## src/rtl/freq_detect_pkg.sv

```systemverilog
// Shared definitions for the frequency-detect result path: accumulator states,
// flag bit positions and the warning-run saturation helper.
package freq_detect_pkg;

  typedef enum logic [1:0] {
    ACC_IDLE = 2'b00,
    ACC_RUN  = 2'b01,
    ACC_EMIT = 2'b10
  } acc_state_t;

  localparam int FLAG_WARN  = 0;
  localparam int FLAG_STUCK = 1;
  localparam int FLAG_W     = 2;

  localparam logic [3:0] WARN_RUN_MAX = 4'd15;

  function automatic logic [3:0] warn_run_inc(input logic [3:0] run);
    return (run == WARN_RUN_MAX) ? run : run + 4'd1;
  endfunction

endpackage

```

## src/rtl/freq_result_monitor_if.sv

```systemverilog
// Read port of the result history FIFO: show-ahead head entry, occupancy and
// the consumer's ready. master = monitor side, slave = consumer side.
interface freq_result_monitor_if #(
  parameter int WIDTH = 16,
  parameter int DEPTH = 4
);
  import freq_detect_pkg::*;

  logic                    Rd_valid_o;
  logic [WIDTH-1:0]        Rd_data_o;
  logic [FLAG_W-1:0]       Rd_flags_o;
  logic [$clog2(DEPTH):0]  Count_o;
  logic                    Rd_ready_i;

  modport master (
    output Rd_valid_o,
    output Rd_data_o,
    output Rd_flags_o,
    output Count_o,
    input  Rd_ready_i
  );

  modport slave (
    input  Rd_valid_o,
    input  Rd_data_o,
    input  Rd_flags_o,
    input  Count_o,
    output Rd_ready_i
  );

endinterface

```

## src/rtl/freq_result_fifo.sv

```systemverilog
// Show-ahead FIFO: registered storage with a combinational head mux. A write
// into a full FIFO is accepted only when a read frees a slot in the same cycle.
module freq_result_fifo #(
  parameter int WIDTH = 18,
  parameter int DEPTH = 4
) (
  input  logic                   Clk_ref_i_muxed,
  input  logic                   rstn_muxed,
  input  logic                   clr,
  input  logic                   wr_en,
  input  logic [WIDTH-1:0]       wr_data,
  input  logic                   rd_ready,
  output logic                   rd_valid,
  output logic [WIDTH-1:0]       rd_data,
  output logic [$clog2(DEPTH):0] count,
  output logic                   wr_drop
);

  localparam int PTR_W = $clog2(DEPTH);
  localparam int CNT_W = PTR_W + 1;

  logic [WIDTH-1:0] mem [DEPTH];
  logic [PTR_W-1:0] wr_ptr_reg, rd_ptr_reg;
  logic [CNT_W-1:0] count_reg;
  logic             empty, full, do_rd, do_wr;

  assign empty   = (count_reg == '0);
  assign full    = (count_reg == CNT_W'(DEPTH));
  assign do_rd   = rd_ready & ~empty & ~clr;
  assign do_wr   = wr_en & ~clr & (~full | do_rd);
  assign wr_drop = wr_en & ~clr & ~do_wr;

  always_ff @(posedge Clk_ref_i_muxed or negedge rstn_muxed) begin
    if (!rstn_muxed) begin
      wr_ptr_reg <= '0;
      rd_ptr_reg <= '0;
      count_reg  <= '0;
    end else if (clr) begin
      wr_ptr_reg <= '0;
      rd_ptr_reg <= '0;
      count_reg  <= '0;
    end else begin
      if (do_wr) wr_ptr_reg <= wr_ptr_reg + PTR_W'(1);
      if (do_rd) rd_ptr_reg <= rd_ptr_reg + PTR_W'(1);
      case ({do_wr, do_rd})
        2'b10:   count_reg <= count_reg + CNT_W'(1);
        2'b01:   count_reg <= count_reg - CNT_W'(1);
        default: count_reg <= count_reg;
      endcase
    end
  end

  // Storage carries no reset: contents are meaningless while the slot is unoccupied.
  always_ff @(posedge Clk_ref_i_muxed) begin
    if (do_wr) mem[wr_ptr_reg] <= wr_data;
  end

  assign rd_valid = ~empty;
  assign rd_data  = mem[rd_ptr_reg];
  assign count    = count_reg;

endmodule

```

## src/rtl/freq_result_monitor.sv

```systemverilog
// Captures detector results into a history FIFO, tracks overflow and a sticky alarm,
// and block-averages captures when built with FREQ_RESULT_MON_AVG_EN.
module freq_result_monitor
  import freq_detect_pkg::*;
#(
  parameter int WIDTH     = 16,
  parameter int DEPTH     = 4,
  parameter int AVG_LOG2  = 2,
  parameter int ALARM_CNT = 3
) (
  input  logic                  Clk_ref_i_muxed,
  input  logic                  rstn_muxed,
  input  logic                  Finish_i,
  input  logic [WIDTH-1:0]      Result_i,
  input  logic                  Warning_i,
  input  logic                  Stuck_i,
  input  logic                  Clear_i,
  freq_result_monitor_if.master rd_if,
  output logic                  Overflow_o,
  output logic [WIDTH-1:0]      Avg_o,
  output logic                  Avg_valid_o,
  output logic                  Alarm_o
);

  localparam int PW = WIDTH + FLAG_W;

  if (DEPTH < 2 || (DEPTH & (DEPTH - 1)) != 0 || ALARM_CNT < 1 || ALARM_CNT > 15
      || AVG_LOG2 < 0) begin : g_bad_params
    $error("freq_result_monitor: illegal parameter combination");
  end

  logic              capture;
  logic [FLAG_W-1:0] cap_flags;
  logic [PW-1:0]     head;
  logic              fifo_drop;
  logic [3:0]        warn_run_reg, warn_run_inc_w;
  logic              overflow_reg, alarm_reg;

  // Clear wins over a coincident strobe; that capture touches nothing.
  assign capture = Finish_i & ~Clear_i;

  always_comb begin
    cap_flags             = '0;
    cap_flags[FLAG_WARN]  = Warning_i;
    cap_flags[FLAG_STUCK] = Stuck_i;
  end

  freq_result_fifo #(
    .WIDTH (PW),
    .DEPTH (DEPTH)
  ) u_fifo (
    .Clk_ref_i_muxed (Clk_ref_i_muxed),
    .rstn_muxed      (rstn_muxed),
    .clr             (Clear_i),
    .wr_en           (capture),
    .wr_data         ({cap_flags, Result_i}),
    .rd_ready        (rd_if.Rd_ready_i),
    .rd_valid        (rd_if.Rd_valid_o),
    .rd_data         (head),
    .count           (rd_if.Count_o),
    .wr_drop         (fifo_drop)
  );

  assign rd_if.Rd_data_o  = head[WIDTH-1:0];
  assign rd_if.Rd_flags_o = head[PW-1:WIDTH];

  assign warn_run_inc_w = warn_run_inc(warn_run_reg);

  always_ff @(posedge Clk_ref_i_muxed or negedge rstn_muxed) begin
    if (!rstn_muxed) begin
      warn_run_reg <= '0;
      overflow_reg <= 1'b0;
      alarm_reg    <= 1'b0;
    end else if (Clear_i) begin
      warn_run_reg <= '0;
      overflow_reg <= 1'b0;
      alarm_reg    <= 1'b0;
    end else begin
      if (fifo_drop) overflow_reg <= 1'b1;
      if (capture) begin
        if (Warning_i) begin
          warn_run_reg <= warn_run_inc_w;
          if (warn_run_inc_w >= 4'(ALARM_CNT)) alarm_reg <= 1'b1;
        end else begin
          warn_run_reg <= '0;
        end
        if (Stuck_i) alarm_reg <= 1'b1;
      end
    end
  end

  assign Overflow_o = overflow_reg;
  assign Alarm_o    = alarm_reg;

`ifdef FREQ_RESULT_MON_AVG_EN
  localparam int                SUM_W   = WIDTH + AVG_LOG2;
  localparam logic [AVG_LOG2:0] WIN_CNT = (AVG_LOG2 + 1)'(1 << AVG_LOG2);

  acc_state_t        acc_state_reg, acc_state_next;
  logic [SUM_W-1:0]  sum_reg, sum_next, sum_base;
  logic [AVG_LOG2:0] win_cnt_reg, win_cnt_next, cnt_base;
  logic [WIDTH-1:0]  avg_reg, avg_next;

  always_ff @(posedge Clk_ref_i_muxed or negedge rstn_muxed) begin
    if (!rstn_muxed) begin
      acc_state_reg <= ACC_IDLE;
      sum_reg       <= '0;
      win_cnt_reg   <= '0;
      avg_reg       <= '0;
    end else begin
      acc_state_reg <= acc_state_next;
      sum_reg       <= sum_next;
      win_cnt_reg   <= win_cnt_next;
      avg_reg       <= avg_next;
    end
  end

  // Outside ACC_RUN a capture opens a fresh window, which is what lets a capture
  // landing in the ACC_EMIT cycle start the next block without being lost.
  always_comb begin
    acc_state_next = acc_state_reg;
    sum_next       = sum_reg;
    win_cnt_next   = win_cnt_reg;
    avg_next       = avg_reg;
    sum_base       = (acc_state_reg == ACC_RUN) ? sum_reg : '0;
    cnt_base       = (acc_state_reg == ACC_RUN) ? win_cnt_reg : '0;
    if (Clear_i) begin
      acc_state_next = ACC_IDLE;
      sum_next       = '0;
      win_cnt_next   = '0;
    end else if (capture) begin
      sum_next     = sum_base + SUM_W'(Result_i);
      win_cnt_next = cnt_base + (AVG_LOG2 + 1)'(1);
      if (win_cnt_next == WIN_CNT) begin
        acc_state_next = ACC_EMIT;
        avg_next       = WIDTH'(sum_next >> AVG_LOG2);
      end else begin
        acc_state_next = ACC_RUN;
      end
    end else if (acc_state_reg == ACC_EMIT) begin
      acc_state_next = ACC_IDLE;
    end
  end

  assign Avg_o       = avg_reg;
  assign Avg_valid_o = (acc_state_reg == ACC_EMIT);
`else
  assign Avg_o       = '0;
  assign Avg_valid_o = 1'b0;
`endif

endmodule
```

## src/flat_wrapper.sv

```systemverilog
// flat-port wrapper written by rule: the top's interface ports become plain ports
module freq_result_monitor_flat import freq_detect_pkg::*;
#(
  parameter int WIDTH     = 16,
  parameter int DEPTH     = 4,
  parameter int AVG_LOG2  = 2,
  parameter int ALARM_CNT = 3
)
  (Clk_ref_i_muxed, rstn_muxed, Finish_i, Result_i, Warning_i, Stuck_i, Clear_i, Overflow_o, Avg_o, Avg_valid_o, Alarm_o, rd_if_Rd_valid_o, rd_if_Rd_data_o, rd_if_Rd_flags_o, rd_if_Count_o, rd_if_Rd_ready_i);
  freq_result_monitor_if #(.WIDTH(WIDTH), .DEPTH(DEPTH)) rd_if_i ();
  input  logic Clk_ref_i_muxed;
  input  logic rstn_muxed;
  input  logic Finish_i;
  input  logic [WIDTH-1:0] Result_i;
  input  logic Warning_i;
  input  logic Stuck_i;
  input  logic Clear_i;
  output logic Overflow_o;
  output logic [WIDTH-1:0] Avg_o;
  output logic Avg_valid_o;
  output logic Alarm_o;
  output wire logic [$bits(rd_if_i.Rd_valid_o)-1:0] rd_if_Rd_valid_o;
  output wire logic [$bits(rd_if_i.Rd_data_o)-1:0] rd_if_Rd_data_o;
  output wire logic [$bits(rd_if_i.Rd_flags_o)-1:0] rd_if_Rd_flags_o;
  output wire logic [$bits(rd_if_i.Count_o)-1:0] rd_if_Count_o;
  input wire logic [$bits(rd_if_i.Rd_ready_i)-1:0] rd_if_Rd_ready_i;
  assign rd_if_Rd_valid_o = rd_if_i.Rd_valid_o;
  assign rd_if_Rd_data_o = rd_if_i.Rd_data_o;
  assign rd_if_Rd_flags_o = rd_if_i.Rd_flags_o;
  assign rd_if_Count_o = rd_if_i.Count_o;
  assign rd_if_i.Rd_ready_i = rd_if_Rd_ready_i;
  freq_result_monitor #(.WIDTH(WIDTH), .DEPTH(DEPTH), .AVG_LOG2(AVG_LOG2), .ALARM_CNT(ALARM_CNT)) u_core (.Clk_ref_i_muxed(Clk_ref_i_muxed), .rstn_muxed(rstn_muxed), .Finish_i(Finish_i), .Result_i(Result_i), .Warning_i(Warning_i), .Stuck_i(Stuck_i), .Clear_i(Clear_i), .rd_if(rd_if_i), .Overflow_o(Overflow_o), .Avg_o(Avg_o), .Avg_valid_o(Avg_valid_o), .Alarm_o(Alarm_o));
endmodule
```

## config.mk

```make
export PLATFORM = sky130hd
export DESIGN_NAME = freq_result_monitor_flat
export DESIGN_NICKNAME = d
export VERILOG_FILES = /design/src/rtl/freq_detect_pkg.sv /design/src/rtl/freq_result_monitor_if.sv /design/src/rtl/freq_result_fifo.sv /design/src/rtl/freq_result_monitor.sv /design/src/flat_wrapper.sv
export SDC_FILE = /design/constraint.sdc
export NUM_CORES = 1
export LEC_CHECK = 0
export ABC_AREA = 0
export BUFFER_PORTS_ARGS = -buffer_cell sky130_fd_sc_hd__buf_2
export CAP_MARGIN = 0
export CELL_PAD_IN_SITES_DETAIL_PLACEMENT = 0
export CELL_PAD_IN_SITES_GLOBAL_PLACEMENT = 1
export CORE_MARGIN = 2
export CORE_UTILIZATION = 45
export DETAILED_ROUTE_END_ITERATION = 6
export PLACE_DENSITY_LB_ADDON = 0.25
export SLEW_MARGIN = 20
export SYNTH_ARGS = -nofsm -noshare
export SYNTH_HDL_FRONTEND = slang
export SYNTH_SLANG_ARGS = --single-unit
```

## constraint.sdc

```tcl
create_clock -name Clk_ref_i_muxed -period 3.6 [get_ports Clk_ref_i_muxed]
set_input_delay 0 -clock Clk_ref_i_muxed [delete_from_list [all_inputs] [get_ports Clk_ref_i_muxed]]
set_output_delay 0 -clock Clk_ref_i_muxed [all_outputs]
set_load 0.02 [all_outputs]
```

==> results of run 1 <==
-- per-layer routing --
metal,global-route usage (%),share of wire [%],vias up
met5,0,0,-
met4,7.97,2.1,0
met3,3.11,3.6,11
met2,23.9,49,57
met1,19.5,45,964
li1,-,-,935
-- worst paths after layout --
| path | start | end | slack, ps | cells past startpoint |
|---|---|---|---|---|
| hold reg to reg | u_core.Overflow_o | u_core.Overflow_o | 510 | 2 |
| max in group asynchronous | rstn_muxed | u_core.u_fifo.rd_ptr_reg[1] | 3280 | 2 |
| setup / recovery | u_core.u_fifo.count[0] | u_core.u_fifo.count[2] | 1340 | 6 |
| hold / removal | Clear_i | u_core.Overflow_o | 30 | 2 |
| setup reg to reg | u_core.u_fifo.count[0] | u_core.u_fifo.count[2] | 1340 | 6 |
| min in group asynchronous | rstn_muxed | u_core.warn_run_reg[1] | 80 | 2 |
-- through the flow --
step,setup slack (ps),utilization (%),area (sq um),power (mW),hold WS [ps]
after floorplan,1380,-,3740,1.35,-296
after global placement,1400,50.1,3910,1.41,-84.3
after detailed placement,1320,50.1,3910,1.41,-83.8
after CTS,1330,54.6,4260,1.98,6.92
after global routing,1150,54.6,4260,2.05,23.2
final,1340,54.6,4260,1.96,32.2
-- cell usage after synthesis, types with 2 or more instances --
cell / n
nor2_1: 7
mux2i_1: 2
edfxtp_1: 72
a21oi_1: 7
mux4_2: 18
buf_2: 8
o21ai_0: 5
or3_1: 2
a211oi_1: 3
nand3_1: 3
ha_1: 5
xor2_1: 2
a31oi_1: 3
nand2_1: 6
nor2b_1: 5
buf_6: 2
and2_1: 4
nand2b_1: 3
dfrtp_1: 13
inv_1: 5
buf_4: 17
-- power groups by stage --
stage	sequential [mW]	clock (mW)	combinational, mW
2_1_floorplan	1.14	0	0.207
3_3_place_gp	1.15	0	0.262
3_5_place_dp	1.15	0	0.262
4_1_cts	1.13	0.578	0.279
5_1_grt	1.13	0.616	0.298
6_report	1.13	0.556	0.273
-- cell type report --
type / instances / area (sq um) / area share (%)
Sequential cell: 85 / 2490 / 58.4
Multi-Input combinational cell: 114 / 1040 / 24.4
Timing Repair Buffer: 66 / 428 / 10.0
Clock buffer: 11 / 131 / 3.08
Tap cell: 102 / 128 / 3.00
Clock inverter: 4 / 26.3 / 0.617
Inverter: 5 / 18.8 / 0.441
-- cell families (layout without fill, tap and decap cells) --
family	Yosys count	in the layout	share of synthesized area, %
AO/OA/AOI/OAI	30	30	5.54
XOR/XNOR	3	3	0.714
adder cells (fa/ha/maj)	6	6	2.24
buffers and inverters	33	86	5.78
flip-flops	85	85	67.6
multiplexers	21	21	12.0
other	1	17	0.102
AND/OR/NAND/NOR	37	37	6.05
==> out/qor.yml, run 1 <==
p_switching_mw: 0.490
tritoncts: "done"
start_util_pct: 47.1
place_inst: 353
cts-root-buf: "clkbuf_8"
synth.distinct_cells: 45
status: "complete, no violations"
crit_chain: "o31ai_1 > nor3_1 > fa_1 > or3b_1 > a32oi_1 > a31oi_1"
n_antenna_cell: 0
worstSetupPathType: "register to register"
num_vias: 1967
wirelength_um: 6210
layout_common_cells: "72 x edfxtp_1, 46 x buf_2, 19 x dlygate4sd3_1, 18 x mux4_2, 17 x conb_1"
ir_drop_v: 0.000191
rsz0062_at_grt: "false"
nets: 310
ant_nets: 0
syn-cell-area_sq_mm: 0.00368
leakagePower_nw: 1.56
synth.area.top_cells: "edfxtp_1 59%, mux4_2 11%, dfrtp_1 8.8%"
relSlewSlack_pct: 38.9
ys_seq_area_share_pct: 67.6
slowest_delay_ps: 540
cts_sinks: 85
worstPathRequired_ps: 3820
antenna_found_initial: 0
netlist_instances: 216
route.detailed.drc: 0
cts-resized-gates: 0
final_cell_count_no_fill: 387
cts_made_buffers: 9
worst-path-buf-inv: 0
dieArea_sq_mm: 0.00892
fin_crit_sh_pct: 62.9
nFillCells: 650
tns_ps: 0
finalSetupViolations: 0
grt_max_degree: 21
grtUsageTotal_pct: 15.0
fmax_ghz: 0.442
seq_power_share_pct: 57.6
cp_slowest_cell: "dfrtp_1"
place.detailed.hpwl_um: 3890
cpLargestDelayFamily: "compound AO/OA/AOI/OAI gates"
start_kind: "register"
clk-insertion-delay-late_ps: 340
yosysTopAreaCellShare_pct: 58.8
drtIter0Drc: 98
grt_pass1_vias: 1906
p_comb_share_pct: 14.0
tightest_slew_ps: 917
clockPowerShare_pct: 28.4
sw_frac_of_total_pct: 25.0
internal_power_mw: 1.47
worstPathMaxFanout: 12
worstPathArrival_ps: 2480
hold_viol_final: 0
power-per-cell-area_mw_per_mm2: 459
ys_seq_elements: 85
cts_hold_buffers: 19
synth_top_cell_by_area: "edfxtp_1"
gp_congestion: 0.717
die_width_um: 94.4
pin_count: 64
ys.flop_type: "edfxtp_1"
final_common_cell: "edfxtp_1"
syn_area_per_cell_sq_um: 17.0
layout-area-overhead-vs-synth_pct: 15.7
hold_class: "input pin to register"
wl_per_cell_um: 16.0
grt_overflow: 0
row_count: 32
post_cts_buffers: 0
core-area_sq_mm: 0.00781
slew_violations: 0
largest_reg_flops: 72
yosysWarningCount: 0
fin_crit_ps: 2260
h-tree-depth: 3
numPortBuffers: 46
clockBufferDepth: 2
async_reset_ff_share_pct: 15.3
drive_gt1_share_pct: 29.5
drv_cap: 0
synth-edff-count: 72
skew_ps: 5.66
die_h_um: 94.4
first_pass_iters: 4
grt_pass1_wl_um: 9770
end_kind: "register"
viasPerCell: 5.08
clkTransAtPathRegs_ps: 70
No activity file was read; power rests on OpenSTA's default activity.
==> run 2, diff against run 1 <==
clock period = 2.3 ns   (was 3.6 ns; I/O delays follow)
==> run 2 against run 1 <==
Net effect:
- clock skew is 2.8 ps higher
- combinational power rose by 70%
- global-route usage rose by 0.30 points
- power grew 66%
- critical endpoint unchanged
- largest power group unchanged
==> out/qor.yml, run 2 (same netlist as run 1, synthesis figures left out) <==
layout-area-overhead-vs-synth_pct: 19.4
power-per-cell-area_mw_per_mm2: 739  # +61%
worstPathMaxFanout: 5  # -7
n_antenna_cell: 0  # unchanged
h-tree-depth: 3  # unchanged
grt_max_degree: 21  # unchanged
finalSetupViolations: 0  # unchanged
wl_per_cell_um: 15.9  # -0.65%
pin_count: 64  # unchanged
fmax_ghz: 0.490  # +11%
largest_reg_flops: 72  # unchanged
hold_viol_final: 0  # unchanged
cts-root-buf: "clkbuf_8"
tritoncts: "done"
end_kind: "register"
wirelength_um: 6360  # +2.4%
wl_met1_um: 2950  # +5.0%
slew_violations: 0  # unchanged
worstPathArrival_ps: 2270  # -210 ps
ir_drop_v: 0.000362  # +90%
layout_common_cells: "72 x edfxtp_1, 46 x buf_2, 19 x dlygate4sd3_1, 18 x mux4_2, 17 x conb_1"
grtUsageTotal_pct: 15.3  # +0.30 points
hold_class: "input pin to register"
grt_overflow: 0  # unchanged
die_h_um: 94.4  # unchanged
row_count: 32  # unchanged
start_kind: "register"
cts_hold_buffers: 19  # unchanged
viasPerCell: 5.08  # about the same
leakagePower_nw: 1.63  # +4.6%
dieArea_sq_mm: 0.00892  # unchanged
antenna_found_initial: 0  # unchanged
clkTransAtPathRegs_ps: 80  # about the same
wl_met2_um: 3030  # -0.56%
power.total_mw: 3.25  # +66%
route.detailed.drc: 0  # unchanged
nFillCells: 628  # -3.4%
grt_pass1_vias: 2029  # +6.5%
place.detailed.hpwl_um: 4150  # +6.7%
routed-wl-met3_um: 238  # +6.3%
final_common_cell: "edfxtp_1"
skew_ps: 8.44  # +2.77 ps
cts_sinks: 85  # unchanged
ant_nets: 0  # unchanged
cpLargestDelayFamily: "compound AO/OA/AOI/OAI gates"
top_layer: "met4"
nets: 321  # +3.5%
slowest_delay_ps: 450  # -90 ps
core-area_sq_mm: 0.00781  # unchanged
cts-resized-gates: 0  # unchanged
worstPathRequired_ps: 2530  # -1290 ps
crit_chain: "o31ai_1 > nor3_1 > fa_1 > or3b_1 > a32oi_1 > a31oi_1"
numPortBuffers: 46  # unchanged
status: "complete, no violations"
tns_ps: 0  # unchanged
clockBufferDepth: 2  # unchanged
fin_crit_sh_pct: 88.8  # +26 points
num_vias: 2028  # +3.1%
fin_crit_ps: 2040  # -221 ps
grt_pass1_wl_um: 9980  # +2.1%
first_pass_iters: 4  # unchanged
clk-insertion-delay-late_ps: 350  # about the same
rsz0062_at_grt: "false"
worst-path-buf-inv: 0  # unchanged
drtIter0Drc: 79  # -19%
die_width_um: 94.4  # unchanged
drive_gt1_share_pct: 32.7  # +3.2 points
start_util_pct: 47.1  # unchanged
post_cts_buffers: 0  # unchanged
gp_congestion: 0.775  # +8.2%
cp_slowest_cell: "fa_1"
cts_made_buffers: 9  # unchanged
drv_cap: 0  # unchanged
worstSetupPathType: "register to register"
## run 2: changes by cell type in the layout (fill, tap and decap cells not counted), sizes merged
cell | before | now
buf | 47 | 58
bufinv | 0 | 1
clkbuf | 11 | 10
clkinv | 3 | 0
clkinvlp | 1 | 3
inv | 5 | 7
## run 2: final cells by class
cell class | instances | area (sq um) | area share [%]
timing repair buffer | 77 | 523 | 11.9
sequential | 85 | 2490 | 56.6
clock inverter | 6 | 70.1 | 1.59
inverter | 5 | 18.8 | 0.427
clock buffer | 10 | 128 | 2.90
multi-input combinational | 114 | 1040 | 23.7
tap | 102 | 128 | 2.90
## run 2: final timing paths
check | slack [ps] | cells after the start | from | to
worst min-delay path | 10 | 2 | Clear_i | u_core.u_fifo.rd_ptr_reg[1]
min in group asynchronous | 70 | 2 | rstn_muxed | u_core.u_fifo.count[2]
worst min register to register | 500 | 2 | u_core.Overflow_o | u_core.Overflow_o
worst max-delay path | 260 | 6 | u_core.u_fifo.count[0] | u_core.u_fifo.count[2]
worst max register to register | 260 | 6 | u_core.u_fifo.count[0] | u_core.u_fifo.count[2]
max in group asynchronous | 1980 | 2 | rstn_muxed | u_core.u_fifo.wr_ptr_reg[1]
## run 2: layer usage
| layer | GRT usage (%) | up-vias |
|---|---|---|
| met5 | 0 | - |
| met4 | 8.33 | 0 |
| met3 | 2.71 | 11 |
| met2 | 24.1 | 50 |
| met1 | 20.4 | 1012 |
| li1 | - | 955 |
## run 2: through the flow
step / setup WS (ps) / hold WS (ps) / std cells / utilization, % / instance area (sq um)
floorplan: 81.8 / -296 / 232 / - / 3740
global placement: 296 / -84.6 / 364 / 51.3 / 4010
detailed placement: 262 / -78.0 / 364 / 51.3 / 4010
CTS: 250 / 1.40 / 399 / 56.3 / 4390
global route: 140 / 11.5 / 399 / 56.3 / 4390
finish: 259 / 9.62 / 399 / 56.3 / 4390
## run 2: worst reg2reg max path: stages, from the launching register on
cell and delay, ps:
dfrtp_1 390, o31ai_1 340, nor3_1 100, fa_1 450
or3b_1 390, a32oi_1 150, a31oi_1 100
## run 2: power by group
part	internal, mW	switching [mW]
Clock	0.509	0.530
Sequential	1.72	0.0201
Combinational	0.199	0.266
==> run 3, diff against run 2 <==
CORE_ASPECT_RATIO = 0.8   (was default)
CTS_CLUSTER_SIZE = 30   (was default)
==> run 3 against run 2 <==
Net effect:
- cell count increased by 1.8%
- clock-buffer cell count down 1
- highest routed layer unchanged
- largest cell class unchanged
- worst setup slack worse by 8.6 ps
- register-to-register slack about the same
==> out/qor.yml, run 3 (same netlist as run 1, synthesis figures left out) <==
place_inst: 371  # +1.9%
largest_reg_flops: 72  # unchanged
power.total_mw: 3.35  # +3.1%
wl_per_cell_um: 15.6  # -2.3%
drtIter0Drc: 80  # +1.3%
power-per-cell-area_mw_per_mm2: 758  # +2.5%
cts_made_buffers: 9  # unchanged
gp_congestion: 0.733  # -5.4%
fin_crit_ps: 2050  # +8.64 ps
tritoncts: "done"
drv_cap: 0  # unchanged
numPortBuffers: 46  # unchanged
clkTransAtPathRegs_ps: 80  # about the same
row_count: 29  # -9.4%
hold_class: "input pin to register"
hold_viol_final: 0  # unchanged
place.detailed.hpwl_um: 4040  # -2.5%
grt_max_degree: 21  # unchanged
viasPerCell: 5.00  # -1.6%
worstPathRequired_ps: 2520  # about the same
antenna_found_initial: 0  # unchanged
first_pass_iters: 6  # +2
cts_sinks: 85  # unchanged
whs_ps: 48.0  # +38.4 ps
final_area_sq_mm: 0.00442  # +0.57%
h-tree-depth: 3  # unchanged
cts-root-buf: "clkbuf_8"
clk-insertion-delay-late_ps: 350  # about the same
grt_pass1_wl_um: 9940  # -0.41%
final_cell_count_no_fill: 406  # +1.8%
status: "complete, no violations"
fin_crit_sh_pct: 89.1  # +0.38 points
fmax_ghz: 0.488  # -0.42%
ir_drop_v: 0.000353  # -2.3%
final_common_cell: "edfxtp_1"
n_antenna_cell: 0  # unchanged
grt_pass1_vias: 1970  # -2.9%
die_h_um: 84.9  # -10%
wirelength_um: 6330  # -0.55%
rsz0062_at_grt: "false"
place_area_sq_mm: 0.00401  # about the same
skew_ps: 5.97  # -2.46 ps
worst_slack_ps: 250  # -8.64 ps
end_kind: "register"
post_cts_buffers: 0  # unchanged
start_util_pct: 46.3  # -0.82 points
nets: 322  # +0.31%
layout-area-overhead-vs-synth_pct: 20.1
tns_ps: 0  # unchanged
leakagePower_nw: 1.65  # +1.3%
preCtsSetupSlack_ps: 247  # -14.4 ps
ant_nets: 0  # unchanged
grt_overflow: 0  # unchanged
start_kind: "register"
layout_common_cells: "72 x edfxtp_1, 46 x buf_2, 19 x dlygate4sd3_1, 18 x mux4_2, 17 x conb_1"
clockBufferDepth: 2  # unchanged
route.detailed.drc: 0  # unchanged
pin_count: 64  # unchanged
worstPathMaxFanout: 5  # unchanged
die_width_um: 105  # +11%
num_vias: 2031  # +0.15%
grtUsageTotal_pct: 15.0  # -0.32 points
dieArea_sq_mm: 0.00892  # about the same
core-area_sq_mm: 0.00795  # +1.8%
worstPathArrival_ps: 2270  # about the same
worstSetupPathType: "register to register"
drive_gt1_share_pct: 32.9  # +0.23 points
slew_violations: 0  # unchanged
finalSetupViolations: 0  # unchanged
finish.utilization_pct: 55.6  # -0.67 points
==> run 3: cell types whose count changed in the layout (fill, tap and decap cells not counted), sizes merged <==
| cell | delta |
|---|---|
| clkbuf | -1 |
| buf | +1 |
| clkinv | +2 |
| bufinv | +1 |
| clkinvlp | -2 |
==> run 3: final timing paths <==
| path | startpoint | to | slack (ps) | cells after the start |
|---|---|---|---|---|
| min reg2reg | u_core.Overflow_o | u_core.Overflow_o | 520 | 2 |
| max in group asynchronous | rstn_muxed | u_core.Overflow_o | 1970 | 2 |
| max | u_core.u_fifo.count[0] | u_core.u_fifo.count[2] | 250 | 6 |
| min | Clear_i | u_core.warn_run_reg[2] | 50 | 3 |
| min in group asynchronous | rstn_muxed | u_core.warn_run_reg[1] | 80 | 2 |
| max reg2reg | u_core.u_fifo.count[0] | u_core.u_fifo.count[2] | 250 | 6 |
==> run 3: worst max-delay path, cell delays in order, from the launching register on <==
cell and delay (ps):
dfrtp_1 390, o31ai_1 350, nor3_1 110, fa_1 450
or3b_1 390, a32oi_1 150, a31oi_1 100
==> run 3: where the power goes <==
group	total [mW]	internal (mW)	leakage [nW]	switching [mW]
logic	0.466	0.198	0.711	0.269
clock network	1.14	0.617	0.109	0.524
registers	1.74	1.72	0.830	0.0176
==> run 3: cell type report <==
type,instances,area (sq um)
Fill cell,661,3530
Sequential cell,85,2490
Multi-Input combinational cell,114,1040
Timing Repair Buffer,78,518
Tap cell,108,135
Clock buffer,9,124
Clock inverter,7,96.3
Inverter,5,18.8
==> run 3: what timing repair did <==
action,4_1_cts,5_1_grt
hold endpoints to repair,89,0
setup endpoints to repair,0,0
hold buffers,19,0
gates resized for setup,0,0
==> run 3: layer usage <==
metal / global-route usage (%) / vias up / part of all wire (%)
li1: - / 954 / -
met5: 0 / - / 0
met3: 4.76 / 4 / 4.2
met2: 24.8 / 51 / 50
met1: 18.9 / 1022 / 45
met4: 5.09 / 0 / 0.85
